--- config.mk ---
export PLATFORM = sky130hd
export DESIGN_NAME = alarm_buzz_ctrl
export DESIGN_NICKNAME = d
export VERILOG_FILES = /design/src/rtl/alarm_buzz_ctrl.sv
export SDC_FILE = /design/constraint.sdc
export NUM_CORES = 1
export LEC_CHECK = 0
export ABC_CLOCK_PERIOD_IN_PS = 4590
export BUFFER_PORTS_ARGS = -buffer_cell sky130_fd_sc_hd__buf_2
export CAP_MARGIN = 20
export CORE_ASPECT_RATIO = 1.5
export CORE_MARGIN = 3
export CORE_UTILIZATION = 30
export CTS_CLUSTER_SIZE = 40
export DETAILED_ROUTE_END_ITERATION = 12
export HOLD_SLACK_MARGIN = 0.02
export PLACE_DENSITY = 0.54
export RECOVER_POWER = 100
export SYNTH_ARGS = -nofsm -noshare
export SYNTH_HDL_FRONTEND = slang
export SYNTH_SLANG_ARGS = --single-unit
export TNS_END_PERCENT = 1
--- constraint.sdc ---
create_clock -name Clk -period 4.59 [get_ports Clk]
set_input_delay 0.2295 -clock Clk [delete_from_list [all_inputs] [get_ports Clk]]
set_output_delay 0.2295 -clock Clk [all_outputs]
set_load 0.1 [all_outputs]
--- src/rtl/alarm_buzz_ctrl.sv ---
// Buzzer controller behind the alarm clock core: beep pattern, snooze and auto-timeout.
// Optional snooze support is built only when ALARM_BUZZ_SNOOZE_EN is defined.
module alarm_buzz_ctrl #(
  parameter int BEEP_ON      = 1,
  parameter int BEEP_OFF     = 1,
  parameter int SNOOZE_SECS  = 540,
  parameter int TIMEOUT_SECS = 120,
  parameter int MAX_SNOOZE   = 3
) (
  input  logic       Clk,
  input  logic       Reset_n,
  input  logic       Tick,
  input  logic       Buzz_in,
  input  logic       Alarmon,
  input  logic       Snooze,
  output logic       Beep,
  output logic       Ringing,
  output logic       Snoozing,
  output logic [1:0] Snooze_cnt
);

  localparam int PERIOD = BEEP_ON + BEEP_OFF;
  localparam int PH_W   = (PERIOD > 1) ? $clog2(PERIOD) : 1;
  localparam int RG_W   = (TIMEOUT_SECS > 1) ? $clog2(TIMEOUT_SECS) : 1;
  localparam logic [PH_W-1:0] PH_LAST = PH_W'(PERIOD - 1);
  localparam logic [RG_W-1:0] RG_LAST = RG_W'(TIMEOUT_SECS - 1);

`ifdef ALARM_BUZZ_SNOOZE_EN
  localparam int SZ_W = (SNOOZE_SECS > 1) ? $clog2(SNOOZE_SECS) : 1;
  localparam logic [SZ_W-1:0] SZ_LAST = SZ_W'(SNOOZE_SECS - 1);
  localparam logic [1:0]      MAX_C   = 2'(MAX_SNOOZE);

  typedef enum logic [1:0] {
    S_IDLE   = 2'd0,
    S_RING   = 2'd1,
    S_SNOOZE = 2'd2,
    S_DONE   = 2'd3
  } state_t;
`else
  typedef enum logic [1:0] {
    S_IDLE = 2'd0,
    S_RING = 2'd1,
    S_DONE = 2'd3
  } state_t;
`endif

  state_t          state_q, state_d;
  logic [PH_W-1:0] phase_q, phase_d;
  logic [RG_W-1:0] ring_q, ring_d;
  logic            buzz_q;
  logic            beep_q, beep_d;
  logic            ringing_q, ringing_d;
  logic            buzz_rise;

`ifdef ALARM_BUZZ_SNOOZE_EN
  logic [SZ_W-1:0] snz_q, snz_d;
  logic [1:0]      used_q, used_d;
  logic            snooze_q;
  logic            snoozing_q, snoozing_d;
  logic [1:0]      cnt_q, cnt_d;
  logic            snooze_rise;
`else
  logic            unused_snooze;
  assign unused_snooze = Snooze ^ (SNOOZE_SECS != 0) ^ (MAX_SNOOZE != 0);
`endif

  assign buzz_rise = Buzz_in & ~buzz_q;
`ifdef ALARM_BUZZ_SNOOZE_EN
  assign snooze_rise = Snooze & ~snooze_q;
`endif

  // Next-state and counter logic; Alarmon low overrides everything.
  always_comb begin
    state_d = state_q;
    phase_d = phase_q;
    ring_d  = ring_q;
`ifdef ALARM_BUZZ_SNOOZE_EN
    snz_d   = snz_q;
    used_d  = used_q;
`endif
    if (!Alarmon) begin
      state_d = S_IDLE;
      phase_d = '0;
      ring_d  = '0;
`ifdef ALARM_BUZZ_SNOOZE_EN
      snz_d   = '0;
      used_d  = '0;
`endif
    end else begin
      case (state_q)
        S_IDLE: begin
          if (buzz_rise) begin
            state_d = S_RING;
            phase_d = '0;
            ring_d  = '0;
`ifdef ALARM_BUZZ_SNOOZE_EN
            used_d  = '0;
`endif
          end
        end
        S_RING: begin
`ifdef ALARM_BUZZ_SNOOZE_EN
          if (snooze_rise && (used_q < MAX_C)) begin
            state_d = S_SNOOZE;
            used_d  = used_q + 2'd1;
            snz_d   = '0;
          end else
`endif
          if (Tick) begin
            phase_d = (phase_q == PH_LAST) ? '0 : phase_q + 1'b1;
            if (ring_q == RG_LAST) begin
              state_d = S_DONE;
              ring_d  = '0;
            end else begin
              ring_d  = ring_q + 1'b1;
            end
          end
        end
`ifdef ALARM_BUZZ_SNOOZE_EN
        S_SNOOZE: begin
          if (Tick) begin
            if (snz_q == SZ_LAST) begin
              state_d = S_RING;
              snz_d   = '0;
              phase_d = '0;
              ring_d  = '0;
            end else begin
              snz_d   = snz_q + 1'b1;
            end
          end
        end
`endif
        S_DONE: begin
          if (!Buzz_in) state_d = S_IDLE;
        end
        default: state_d = S_IDLE;
      endcase
    end
  end

  // Moore output decode, registered one edge behind the state.
  always_comb begin
    ringing_d  = (state_q == S_RING);
    beep_d     = (state_q == S_RING) && (32'(phase_q) < BEEP_ON);
`ifdef ALARM_BUZZ_SNOOZE_EN
    snoozing_d = (state_q == S_SNOOZE);
    cnt_d      = used_q;
`endif
  end

  always_ff @(posedge Clk or negedge Reset_n) begin
    if (!Reset_n) begin
      state_q    <= S_IDLE;
      phase_q    <= '0;
      ring_q     <= '0;
      buzz_q     <= 1'b0;
      beep_q     <= 1'b0;
      ringing_q  <= 1'b0;
`ifdef ALARM_BUZZ_SNOOZE_EN
      snz_q      <= '0;
      used_q     <= '0;
      snooze_q   <= 1'b0;
      snoozing_q <= 1'b0;
      cnt_q      <= '0;
`endif
    end else begin
      state_q    <= state_d;
      phase_q    <= phase_d;
      ring_q     <= ring_d;
      buzz_q     <= Buzz_in;
      beep_q     <= beep_d;
      ringing_q  <= ringing_d;
`ifdef ALARM_BUZZ_SNOOZE_EN
      snz_q      <= snz_d;
      used_q     <= used_d;
      snooze_q   <= Snooze;
      snoozing_q <= snoozing_d;
      cnt_q      <= cnt_d;
`endif
    end
  end

  assign Beep    = beep_q;
  assign Ringing = ringing_q;
`ifdef ALARM_BUZZ_SNOOZE_EN
  assign Snoozing   = snoozing_q;
  assign Snooze_cnt = cnt_q;
`else
  assign Snoozing   = 1'b0;
  assign Snooze_cnt = 2'b00;
`endif

endmodule

==> qor.yml, run 1 <==
status: "finished clean"
gr-total-overflow: 0
cts_buffer_depth: 2
reg2reg_depth: 4
totalWireLength_um: 1316
fin_setup_tns_ns: 0
drv_cap: 0
yosysUniqueCellTypes: 25
hold_slack_ns: 0.1182
final_nets: 88
post_cts_buffers: 0
max_slew_margin_pct: 22.89
synthTopCellsByCount: "13 x dfrtp_1, 7 x a21oi_1, 7 x nand2_1"
row_count: 20
core_region_area_mm2: 0.002102
grt_pass1_vias: 546
drc: 0
setup_viol: 0
clock_latency_ns: 0.28
place_ws_ns: 2.707
fin_crit_sh_pct: 42.14
synth_most_common_cell: "dfrtp_1"
start_kind: "flip-flop"
diodes: 0
synth_area_um2: 685.7
worst_slew_pin_slew_ns: 1.162
vias_per_cell: 5.422
ant_nets: 0
antenna_found_initial: 0
syn_to_final_growth_pct: 7.482
rrSetupSlack_ns: 2.66
ys.flop_type: "dfrtp_1"
die_x_um: 45.04
max-vdd-ir-drop_mv: 0.1418
yosys.area.top_type: "dfrtp_1"
hold_viol: 0
r2r-end: "ring_q[5]"
place.gp.congestion: 0.7676
n_fill_cell: 238
finalCriticalPeriod_ns: 1.934
drive_gt1_share_pct: 6.250
whs_path_depth: 1
min_to: "buzz_q"
ys_seq_area_share_pct: 47.45
start_util_pct: 32.62
end_kind: "flip-flop"
max_stage_delay_ns: 0.48
synth-edff-count: 0
wire_per_inst_um: 12.90
cp.buffers_inverters: 0
finalWorstSetupSlack_ns: 2.656
rsz0062_at_grt: "no"
path_cells: "or3b_1, a31o_1, or4_1, a21oi_1"
first_pass_iters: 2
crit_arrival_ns: 2.14
synth_area_leaders: "dfrtp_1 47%, a21oi_1 5.1%, nand3_1 4.4%, a21boi_0 4.4%, nand2_1 3.8%"
clockRootBuffer: "clkbuf_4"
ys_seq_elements: 13
r2r-start: "state_q[0]"
hpwl_um: 1005
powerDensity_mw_per_mm2: 309.5
netlist_instances: 71
power.leakage_uw: 0.0002981
clkSlewWorstSetupHoldPaths_ns: 0.08
p_total_uw: 228.1
synthArstFlopShare_pct: 100.0
cp_top_family: "simple AND/OR/NAND/NOR gates"
drt-initial-drc-count: 11
holdCritStartpoint: "Buzz_in"
htreeDepth: 1
finalMaxSlewViolations: 0
track_usage_pct: 10.34
fmax_mhz: 517.0
cts_tree: "built"
pin_count: 11
ys_warn_count: 0
fin_worst_skew_ns: 0.001753
dieArea_mm2: 0.002907
cp.required_ns: 4.80
die_y_um: 64.55
postCtsResizedCells: 0
grt_max_degree: 14
grt_pass1_wl_um: 2263
cts_buffers: 3
synth_area_per_cell_um2: 9.657
yosysTopAreaCellShare_pct: 47.45
crit_path_max_fanout: 9
critical_path_class: "reg -> reg"
slowest_stage: "dfrtp_1"
io_buffers: 6
cts_sinks: 13
dr_total_vias: 553
hold_path_class: "in -> reg"
==> metal layers <==
metal  global-route usage, %  vias up  share of wire (%)
met2                   18.62        7                 54
li1                        -      271                  -
met3                   2.500        4                2.6
met4                   5.495        0                1.6
met5                       0        -                  0
met1                   10.24      271                 41
==> layout make-up <==
type	instances	area (um2)	area share (%)
clock buffers	4	26.28	3.565
inverters	2	7.507	1.019
multi-input cells	54	315.3	42.78
flip-flops and latches	13	325.3	44.14
well taps	22	27.53	3.735
repair buffers	7	35.03	4.754
==> state kept, by name, summed over array words and instances, names as in the netlist <==
signal	flops
Beep	1
Ringing	1
buzz_q	1
phase_q	1
ring_q	7
state_q	2
==> metrics by stage <==
| stage | area (um2) | util [%] | std cells |
|---|---|---|---|
| final | 737.0 | 35.06 | 102 |
| after global routing | 737.0 | 35.06 | 102 |
| after CTS | 753.2 | 35.83 | 102 |
| after detailed placement | 716.9 | 34.11 | 97 |
| after global placement | 716.9 | 34.11 | 97 |
| after floorplan | 693.2 | - | 73 |
==> logic make-up after synthesis <==
logic type,count (synthesis),share of synthesized area (%)
other cells,1,0.5469
buf+inv,6,6.022
compound gates,21,20.26
flops,13,47.44
fa+ha+maj,1,1.825
simple gates,29,23.91
==> worst max path at each step <==
stage          startpoint         to  depth (start not counted)  slack [ns]
6_report       state_q[0]  ring_q[5]                          4        2.66
5_1_grt        state_q[0]  ring_q[5]                          4        2.54
4_1_cts        state_q[0]  ring_q[5]                          4        2.69
3_5_place_dp   state_q[0]  ring_q[5]                          4        2.71
3_3_place_gp   state_q[0]  ring_q[5]                          4        2.74
2_1_floorplan  state_q[0]  ring_q[5]                          5        2.79
==> placed cells by master (no fill, tap or decap), drive strengths merged <==
cell and instances:
ha 1, nor2 1, or3 2, a21boi 4, a21oi 7, or3b 2, nand2 7, nand3 6
and2 1, nor4 1, a31o 1, buf 2, nor2b 4, or4 2, a21o 1, o21ai 5
dlygate4sd3 1, inv 2, conb 3, nand4b 1, nor3 2, o31a 1, dfrtp 13, o31ai 2
clkbuf 8
==> report_power, final <==
part / internal, uW / switching [uW]
logic: 6.63 / 30.2
registers: 117 / 2.53
clock network: 33.8 / 37.7
==> repair_timing <==
item | CTS | global route
endpoints found under the hold margin | 13 | 0
endpoints found under the setup margin | 0 | 0
hold buffers | 1 | 0
Note: power is estimated with default switching activity, not from simulation.
==> run 2, diff against run 1 <==
Settings changed: ABC_CLOCK_PERIOD_IN_PS 4590 to 1790.
Clock period 4.59 ns to 1.79 ns, I/O delays scaled along.
==> run 2 against run 1 <==
Effect of this change:
- fmax up 13%
- critical path depth unchanged
- cell area is 7.0% higher
- die area is the same
- worst hold slack lost 0.0092 ns
- flip-flop and latch count unchanged
- cell count rose by 4.9%
- combinational power rose to 2.9 times the previous value
- non-clock buffer count up 5
- clock power grew to 2.5 times the previous value
- critical path type unchanged
- critical endpoint unchanged
- highest routed layer unchanged
==> qor.yml, run 2 (synthesis results as in run 1) <==
status: "finished clean"
drv_cap: 0
pwr-share-comb_pct: 18.1
place.gp.congestion: 0.7459
rrSetupSlack_ns: 0.08
power.leakage_uw: 0.0003267
place_ws_ns: 0.06361
clock_latency_ns: 0.27
finalWorstSetupSlack_ns: 0.07608
worst_slew_pin_slew_ns: 0.7026
pin_count: 11
hold_slack_ns: 0.1090
ant_nets: 0
die_y_um: 64.55
die_x_um: 45.04
dr_total_vias: 569
start_util_pct: 32.62
htreeDepth: 1
power_switching_uw: 181.6
end_kind: "flip-flop"
drive_gt1_share_pct: 15.29
p_total_uw: 594.6
max_slew_margin_pct: 53.16
largestRegisters: "ring_q x7, state_q x2"
critical_path_class: "reg -> reg"
core_region_area_mm2: 0.002102
drc: 0
totalWireLength_um: 1342
whs_path_depth: 3
crit_path_max_fanout: 8
cts_buffer_depth: 2
clkSlewWorstSetupHoldPaths_ns: 0.08
powerDensity_mw_per_mm2: 754.3
rsz0062_at_grt: "no"
crit_arrival_ns: 1.92
diodes: 0
p_seq_share_pct: 51.2
cellInternalPower_uw: 413.0
final_common_cell: "dfrtp_1"
dieArea_mm2: 0.002907
track_usage_pct: 10.30
syn_to_final_growth_pct: 14.96
start_kind: "flip-flop"
first_pass_iters: 4
switching_share_pct: 30.54
hpwl_um: 1035
grt_max_degree: 14
cts_buffers: 3
largest_reg_flops: 7
clkPwrFrac_pct: 30.6
clockRootBuffer: "clkbuf_4"
reg2reg_depth: 4
gr-total-overflow: 0
hold_viol: 0
setup_viol: 0
row_count: 20
wire_per_inst_um: 12.54
most-common-layout-cells: "13 x dfrtp_1, 7 x nand2_1, 6 x nand3_1, 6 x a21oi_1"
max-vdd-ir-drop_mv: 0.2089
largest_register: "ring_q"
cts_sinks: 13
fin_setup_tns_ns: 0
grt_pass1_vias: 502
cts_tree: "built"
fin_crit_sh_pct: 95.75
antenna_found_initial: 0
vias_per_cell: 5.318
fmax_mhz: 583.5
finalMaxSlewViolations: 0
final_nets: 93
fin_worst_skew_ns: 0.001090
grt_pass1_wl_um: 2242
finalCriticalPeriod_ns: 1.714
cp.required_ns: 1.99
io_buffers: 6
n_fill_cell: 226
drt-initial-drc-count: 5
hold_path_class: "in -> reg"
==> run 2: power groups by stage <==
| stage | Clock [uW] | Sequential, uW | Combinational, uW |
|---|---|---|---|
| floorplan | 0 | 332 | 63.9 |
| global placement | 0 | 310 | 108 |
| detailed placement | 0 | 310 | 109 |
| CTS | 189 | 304 | 112 |
| global route | 203 | 305 | 116 |
| finish | 182 | 305 | 108 |
==> run 2: critical path, cell delays in order, from the launching register on <==
cell     delay (ns)
dfrtp_1        0.38
or3b_4         0.41
a31o_4         0.25
or4_4          0.48
a21oi_2        0.12
==> run 2: timing repair <==
action	4_1_cts	5_1_grt
hold buffers	2	0
hold endpoints to repair	14	0
gates resized for setup	0	2
setup endpoints to repair	0	1
setup buffers	0	0
==> run 2: final timing paths <==
kind / start / to
worst max-delay path: state_q[0] / ring_q[5]
worst min-delay path: Alarmon / state_q[1]
worst max register to register: state_q[0] / ring_q[5]
worst min register to register: phase_q / Beep
max in group asynchronous: Reset_n / ring_q[1]
min in group asynchronous: Reset_n / Beep
==> run 2: area by class of cell <==
| cell class | instances | area, um2 | area share [%] |
|---|---|---|---|
| inverters | 2 | 7.507 | 0.9524 |
| multi-input cells | 54 | 334.1 | 42.38 |
| clock buffers | 4 | 26.28 | 3.333 |
| well taps | 22 | 27.53 | 3.492 |
| flip-flops and latches | 13 | 325.3 | 41.27 |
| repair buffers | 12 | 67.56 | 8.571 |
==> run 2: per-layer routing <==
| layer | track usage [%] | part of all wire, % | up-vias |
|---|---|---|---|
| li1 | - | - | 281 |
| met1 | 11.49 | 40 | 280 |
| met2 | 17.73 | 56 | 6 |
| met3 | 0.8333 | 2.1 | 2 |
| met4 | 6.593 | 2.0 | 0 |
| met5 | 0 | 0 | - |
==> run 2: per-stage QoR <==
stage | util [%] | instances | instance area [um2]
floorplan | - | 73 | 693.2
global placement | 35.54 | 101 | 747.0
detailed placement | 35.54 | 101 | 747.0
CTS | 37.74 | 107 | 793.3
global route | 37.50 | 107 | 788.3
finish | 37.50 | 107 | 788.3
